File: config.mk
export PLATFORM = sky130hd
export DESIGN_NAME = pc_fetch_unit_flat
export DESIGN_NICKNAME = d
export VERILOG_FILES = /design/src/rtl/pc_fetch_if.sv /design/src/rtl/pc_fetch_unit.sv /design/src/flat_wrapper.sv
export SDC_FILE = /design/constraint.sdc
export NUM_CORES = 1
export LEC_CHECK = 0
export BUFFER_PORTS_ARGS = -buffer_cell sky130_fd_sc_hd__buf_2
export CORE_MARGIN = 2
export CORE_UTILIZATION = 48
export DETAILED_ROUTE_END_ITERATION = 10
export PLACE_DENSITY = 0.85
export SLEW_MARGIN = 20
export SYNTH_ARGS = -nofsm -noshare
export SYNTH_HDL_FRONTEND = slang
export SYNTH_SLANG_ARGS = --single-unit
File: constraint.sdc
create_clock -name clk -period 1.4 [get_ports clk]
set_clock_uncertainty 0.1 [all_clocks]
set_input_delay 0.07 -clock clk [delete_from_list [all_inputs] [get_ports clk]]
set_output_delay 0.07 -clock clk [all_outputs]
set_load 0.05 [all_outputs]
File: src/rtl/pc_fetch_if.sv
// Bundles the controller, next-PC and instruction-memory signals of the fetch stage.
// The controller/memory side uses the master modport. The fetch unit uses the slave modport.
interface pc_fetch_if;
    logic [31:0] npc;
    logic        pc_write;
    logic        fetch_start;
    logic        imem_ack;
    logic [31:0] imem_rdata;
    logic        err_clr;
    logic [31:0] pc;
    logic [31:0] instr_pc;
    logic [31:0] ir;
    logic        ir_valid;
    logic        imem_req;
    logic [31:0] imem_addr;
    logic        busy;
    logic        misalign;
    logic        fetch_err;

    modport master (
        output npc, pc_write, fetch_start, imem_ack, imem_rdata, err_clr,
        input  pc, instr_pc, ir, ir_valid, imem_req, imem_addr, busy, misalign, fetch_err
    );

    modport slave (
        input  npc, pc_write, fetch_start, imem_ack, imem_rdata, err_clr,
        output pc, instr_pc, ir, ir_valid, imem_req, imem_addr, busy, misalign, fetch_err
    );
endinterface

File: src/rtl/pc_fetch_unit.sv
// Architectural PC register and the instruction-fetch stage (req/ack to instruction memory).
// PC writes that arrive during a fetch are deferred and applied on the edge that leaves FETCH.
module pc_fetch_unit #(
    parameter logic [31:0] RESET_PC = 32'h0000_0000,
    parameter int          TIMEOUT  = 16
) (
    input  logic         clk,
    input  logic         rst,
    pc_fetch_if.slave    bus
);
    localparam int            CW       = (TIMEOUT > 1) ? $clog2(TIMEOUT) : 1;
    localparam logic [CW-1:0] CNT_LAST = CW'(TIMEOUT - 1);

    typedef enum logic {S_IDLE, S_FETCH} state_t;

    state_t        r_state;
    logic [CW-1:0] r_cnt;
    logic [31:0]   r_pc;
    logic [31:0]   r_instr_pc;
    logic [31:0]   r_ir;
    logic          r_ir_valid;
    logic          r_req;
    logic [31:0]   r_addr;
    logic          r_busy;
    logic          r_misalign;
    logic          r_fetch_err;
    logic [31:0]   r_pend;
    logic          r_pend_vld;

    logic [31:0]   w_eff_pc;
    logic          w_fetch_ok;
    logic          w_mis_evt;
    logic          w_timeout;
    logic          w_exit;
    logic [31:0]   w_pend_pc;
    logic          w_pend_vld;

    // A same-cycle pc_write redirects both the fetch address and the alignment check.
    assign w_eff_pc   = bus.pc_write ? bus.npc : r_pc;
    assign w_fetch_ok = (r_state == S_IDLE) && bus.fetch_start && (w_eff_pc[1:0] == 2'b00);
    assign w_mis_evt  = (r_state == S_IDLE) && bus.fetch_start && (w_eff_pc[1:0] != 2'b00);
    assign w_timeout  = (r_state == S_FETCH) && !bus.imem_ack && (r_cnt == CNT_LAST);
    assign w_exit     = (r_state == S_FETCH) && (bus.imem_ack || w_timeout);
    assign w_pend_pc  = bus.pc_write ? bus.npc : r_pend;
    assign w_pend_vld = bus.pc_write || r_pend_vld;

    // NOTE: all state uses non-blocking assignments so every register samples pre-edge values.
    always_ff @(posedge clk) begin
        if (rst) begin
            r_state     <= S_IDLE;
            r_cnt       <= '0;
            r_pc        <= RESET_PC;
            r_instr_pc  <= RESET_PC;
            r_ir        <= '0;
            r_ir_valid  <= 1'b0;
            r_req       <= 1'b0;
            r_addr      <= RESET_PC;
            r_busy      <= 1'b0;
            r_misalign  <= 1'b0;
            r_fetch_err <= 1'b0;
            r_pend      <= '0;
            r_pend_vld  <= 1'b0;
        end else begin
            r_ir_valid <= 1'b0;
            case (r_state)
                S_IDLE: begin
                    if (bus.pc_write) r_pc <= bus.npc;
                    if (w_fetch_ok) begin
                        r_addr  <= w_eff_pc;
                        r_req   <= 1'b1;
                        r_busy  <= 1'b1;
                        r_cnt   <= '0;
                        r_state <= S_FETCH;
                    end
                end
                S_FETCH: begin
                    if (w_exit) begin
                        r_req      <= 1'b0;
                        r_busy     <= 1'b0;
                        r_state    <= S_IDLE;
                        r_pend_vld <= 1'b0;
                        if (w_pend_vld) r_pc <= w_pend_pc;
                        if (bus.imem_ack) begin
                            r_ir       <= bus.imem_rdata;
                            r_instr_pc <= r_addr;
                            r_ir_valid <= 1'b1;
                        end
                    end else begin
                        r_cnt <= r_cnt + 1'b1;
                        if (bus.pc_write) begin
                            r_pend     <= bus.npc;
                            r_pend_vld <= 1'b1;
                        end
                    end
                end
            endcase

            // A fresh error event wins over a clear in the same cycle.
            if (w_mis_evt)         r_misalign <= 1'b1;
            else if (bus.err_clr)  r_misalign <= 1'b0;
            if (w_timeout)         r_fetch_err <= 1'b1;
            else if (bus.err_clr)  r_fetch_err <= 1'b0;
        end
    end

    assign bus.pc        = r_pc;
    assign bus.instr_pc  = r_instr_pc;
    assign bus.ir        = r_ir;
    assign bus.ir_valid  = r_ir_valid;
    assign bus.imem_req  = r_req;
    assign bus.imem_addr = r_addr;
    assign bus.busy      = r_busy;
    assign bus.misalign  = r_misalign;
    assign bus.fetch_err = r_fetch_err;
endmodule

File: src/flat_wrapper.sv
// flat-port wrapper written by rule: the top's interface ports become plain ports
module pc_fetch_unit_flat 
#(
    parameter logic [31:0] RESET_PC = 32'h0000_0000,
    parameter int          TIMEOUT  = 16
)
  (clk, rst, bus_npc, bus_pc_write, bus_fetch_start, bus_imem_ack, bus_imem_rdata, bus_err_clr, bus_pc, bus_instr_pc, bus_ir, bus_ir_valid, bus_imem_req, bus_imem_addr, bus_busy, bus_misalign, bus_fetch_err);
  pc_fetch_if bus_i ();
  input  logic clk;
  input  logic rst;
  input wire logic [$bits(bus_i.npc)-1:0] bus_npc;
  input wire logic [$bits(bus_i.pc_write)-1:0] bus_pc_write;
  input wire logic [$bits(bus_i.fetch_start)-1:0] bus_fetch_start;
  input wire logic [$bits(bus_i.imem_ack)-1:0] bus_imem_ack;
  input wire logic [$bits(bus_i.imem_rdata)-1:0] bus_imem_rdata;
  input wire logic [$bits(bus_i.err_clr)-1:0] bus_err_clr;
  output wire logic [$bits(bus_i.pc)-1:0] bus_pc;
  output wire logic [$bits(bus_i.instr_pc)-1:0] bus_instr_pc;
  output wire logic [$bits(bus_i.ir)-1:0] bus_ir;
  output wire logic [$bits(bus_i.ir_valid)-1:0] bus_ir_valid;
  output wire logic [$bits(bus_i.imem_req)-1:0] bus_imem_req;
  output wire logic [$bits(bus_i.imem_addr)-1:0] bus_imem_addr;
  output wire logic [$bits(bus_i.busy)-1:0] bus_busy;
  output wire logic [$bits(bus_i.misalign)-1:0] bus_misalign;
  output wire logic [$bits(bus_i.fetch_err)-1:0] bus_fetch_err;
  assign bus_i.npc = bus_npc;
  assign bus_i.pc_write = bus_pc_write;
  assign bus_i.fetch_start = bus_fetch_start;
  assign bus_i.imem_ack = bus_imem_ack;
  assign bus_i.imem_rdata = bus_imem_rdata;
  assign bus_i.err_clr = bus_err_clr;
  assign bus_pc = bus_i.pc;
  assign bus_instr_pc = bus_i.instr_pc;
  assign bus_ir = bus_i.ir;
  assign bus_ir_valid = bus_i.ir_valid;
  assign bus_imem_req = bus_i.imem_req;
  assign bus_imem_addr = bus_i.imem_addr;
  assign bus_busy = bus_i.busy;
  assign bus_misalign = bus_i.misalign;
  assign bus_fetch_err = bus_i.fetch_err;
  pc_fetch_unit #(.RESET_PC(RESET_PC), .TIMEOUT(TIMEOUT)) u_core (.clk(clk), .rst(rst), .bus(bus_i));
endmodule
==> impl_metrics.toml <==
[detailed_routing]
routed_via_density = 5.83
wl_per_cell_um = 20.4
drt_iter0_markers = 570
drc = 0
drt-total-wl_um = 27700
drt_pass1_iterations = 6
antenna_left = 0
vias = 7913

[critical_path]
path_cells = "buf_12 -> mux2_2 -> o211ai_1 -> mux2i_1"
critPathSlowestCell = "dfxtp_4"
arrival_ns = 1.74
crit_type = "reg -> reg"
rr_startpoint = "u_core.r_state"
critical_path_buf_inv_count = 1
critPathTopFamily = "multiplexers"
regToRegSetupSlack_ns = -0.13
start_kind = "register"
rr_worst_depth = 4
end_kind = "register"
r2r-end = "u_core.bus.pc[5]"
max_stage_delay_ns = 0.43
required_ns = 1.60
cp_max_fo = 15

[worst_hold_path]
hp-start = "bus_pc_write"
hp-class = "in -> reg"
min_to = "u_core.bus.pc[1]"
worstHoldPathCells = 3

[clocking]
clockBufferDepth = 2
clk_latency_ns = 0.43
root_buffer = "clkbuf_16"
clkTransAtPathRegs_ns = 0.07
h-tree-depth = 4
clock-sinks = 170
cts_tree = "done"
cts_buffers = 17

[floorplanning]
core-area_um2 = 15800
rows = 46
die_y_um = 130
top_level_ports = 203
fp.dieW_um = 130
start_util = 0.487
die_area_um2 = 17000

[job]
drv_cap = 0

[run_status]
outcome = "finished, violations left"
violations = "setup timing"

[synth]
ys_warn_count = 0
seq_area_frac_synth = 0.443
ys_types = 39
ys_seq_elements = 170
synth_fp_nets = 914
avgSynthCellArea_um2 = 9.11
syn_area_um2 = 7680
synth_cells = 843

[global_route]
grt_max_degree = 71
gr-total-overflow = 0
grt_pass1_wl_um = 34700
track_usage = 0.260
first_global_vias = 6850
antenna_found_initial = 0

[power_and_ir_drop]
vdd_drop_max_uv = 924
total_leakage_power_nw = 4.96
power_density_nw_per_um2 = 1120

[finish]
final_area_um2 = 11400
areaGrowthSynthToFinish_pct = 48.2
nNetsFinal = 1199
layout_common_cells = "buf_2 (200), dfxtp_1 (165), nand2_1 (155), dlygate4sd3_1 (66), mux2i_1 (63)"
final_common_cell = "buf_2"
utilization = 0.722
layout-drive-gt1-share = 0.376
final_cells = 1357
diodes = 0

[timing]
setup_slack_ns = -0.132
finalHoldViolations = 0
slew_headroom = 0.631
tightest_slew_ns = 0.554
rsz0062_at_grt = "yes"
setup_viol = 136
fmax_mhz = 653
period_share = 1.09
min_period_ns = 1.53
tns_ns = -9.34
maxSlewViolCount = 0

[place]
placed_cells = 1229
placed_area_um2 = 9220
port_buffers = 202
gp_congestion = 0.854
dp_hpwl_um = 14900
[sequential cells by signal, indices dropped and copies added, names as in the netlist]
register,cells
u_core.r_pend,32
u_core.r_state,1
u_core.r_pend_vld,1
u_core.bus.pc,32
u_core.bus.imem_addr,32
u_core.bus.fetch_err,1
u_core.bus.ir_valid,1
u_core.bus.imem_req,1
u_core.bus.misalign,1
u_core.bus.instr_pc,32
u_core.bus.ir,32
u_core.r_cnt,4
[worst max-delay path by stage]
stage                      from                  endpoint  cells after the start
6_report         u_core.r_state          u_core.bus.pc[5]                      4
5_1_grt          u_core.r_state          u_core.bus.pc[5]                      4
4_1_cts        u_core.bus.pc[1]  u_core.bus.imem_addr[15]                      4
3_5_place_dp       bus_pc_write          u_core.r_pend[6]                      4
3_3_place_gp       bus_pc_write         u_core.r_pend[31]                      4
2_1_floorplan  u_core.bus.pc[1]  u_core.bus.imem_addr[16]                      4
[cell usage after synthesis]
cell type | instances | area (um2)
and2_1 | 1 | 6.26
nor3b_1 | 2 | 15.0
mux2_2 | 32 | 360
a31o_1 | 30 | 263
o31ai_1 | 1 | 7.51
o211ai_1 | 62 | 465
nor2b_1 | 2 | 12.5
buf_2 | 24 | 120
a22oi_1 | 1 | 7.51
a21oi_1 | 66 | 330
or3b_1 | 1 | 8.76
o211a_1 | 31 | 310
buf_1 | 9 | 33.8
a21boi_4 | 1 | 18.8
mux2i_1 | 63 | 631
a32o_1 | 1 | 10.0
o21a_1 | 2 | 15.0
buf_4 | 3 | 22.5
nor2_1 | 6 | 22.5
or3_1 | 1 | 6.26
inv_1 | 34 | 128
nand2b_1 | 33 | 206
o32ai_1 | 2 | 17.5
nand2_1 | 166 | 623
buf_6 | 7 | 78.8
inv_2 | 1 | 3.75
o21ai_1 | 1 | 5.00
a311oi_1 | 32 | 280
and3_1 | 4 | 25.0
ha_1 | 1 | 12.5
a31o_2 | 2 | 17.5
nor3_1 | 2 | 10.0
dfxtp_1 | 170 | 3400
clkbuf_1 | 43 | 161
a22o_1 | 1 | 8.76
o22ai_1 | 1 | 6.26
a32oi_1 | 1 | 8.76
nand3_1 | 2 | 10.0
or4_1 | 1 | 7.51
[per-stage QoR]
| stage | hold WS [ns] | power (mW) | setup WS (ns) |
|---|---|---|---|
| after floorplan | 0.105 | 6.94 | -0.0480 |
| final | 0.0272 | 12.7 | -0.132 |
| after detailed placement | 0.218 | 7.66 | -0.0896 |
| after CTS | -0.0104 | 12.5 | -0.0626 |
| after global routing | 0.0617 | 13.1 | -0.232 |
| after global placement | 0.211 | 7.62 | -0.0712 |
[where the power goes]
group	switching, mW	leakage (nW)	internal [mW]
combinational	1.71	3.29	1.02
sequential	0.209	1.39	5.06
clock	2.20	0.283	2.53
total	4.12	4.96	8.62
[logic make-up (layout without fill, tap and decap cells)]
family                   after synthesis  in the layout  synth area share
AO/OA/AOI/OAI                        235            235             0.231
AND/OR/NAND/NOR                      221            224             0.124
flip-flops                           170            170             0.443
buffers and inverters                121            416            0.0714
multiplexers                          95             95             0.129
adder cells (fa/ha/maj)                1              1           0.00163
[timing repair]
action	in CTS	in global routing
cloned	1	19
setup endpoints to repair	144	163
pin swaps	1	24
endpoints found under the hold margin	110	0
gates resized for setup	20	78
setup buffers	1	9
hold buffers	66	0
[worst min-delay path, stage by stage]
cell and delay [ns]:
buf_4 0.19, o211ai_1 0.14, mux2i_1 0.12
[routing by layer]
layer	global-route usage	vias up	share of wire
met5	0	-	0
met4	0.103	0	0.035
met3	0.0668	86	0.087
met2	0.453	421	0.48
met1	0.307	3820	0.40
li1	-	3586	-
[area by class of cell]
| class | instances | area (um2) |
|---|---|---|
| Tap cell | 216 | 270 |
| Timing Repair Buffer | 349 | 2860 |
| Clock inverter | 14 | 155 |
| Sequential cell | 170 | 3420 |
| Fill cell | 1034 | 4390 |
| Inverter | 35 | 134 |
| Clock buffer | 18 | 429 |
| Multi-Input combinational cell | 555 | 4120 |
No activity file was read; power rests on OpenSTA's default activity.
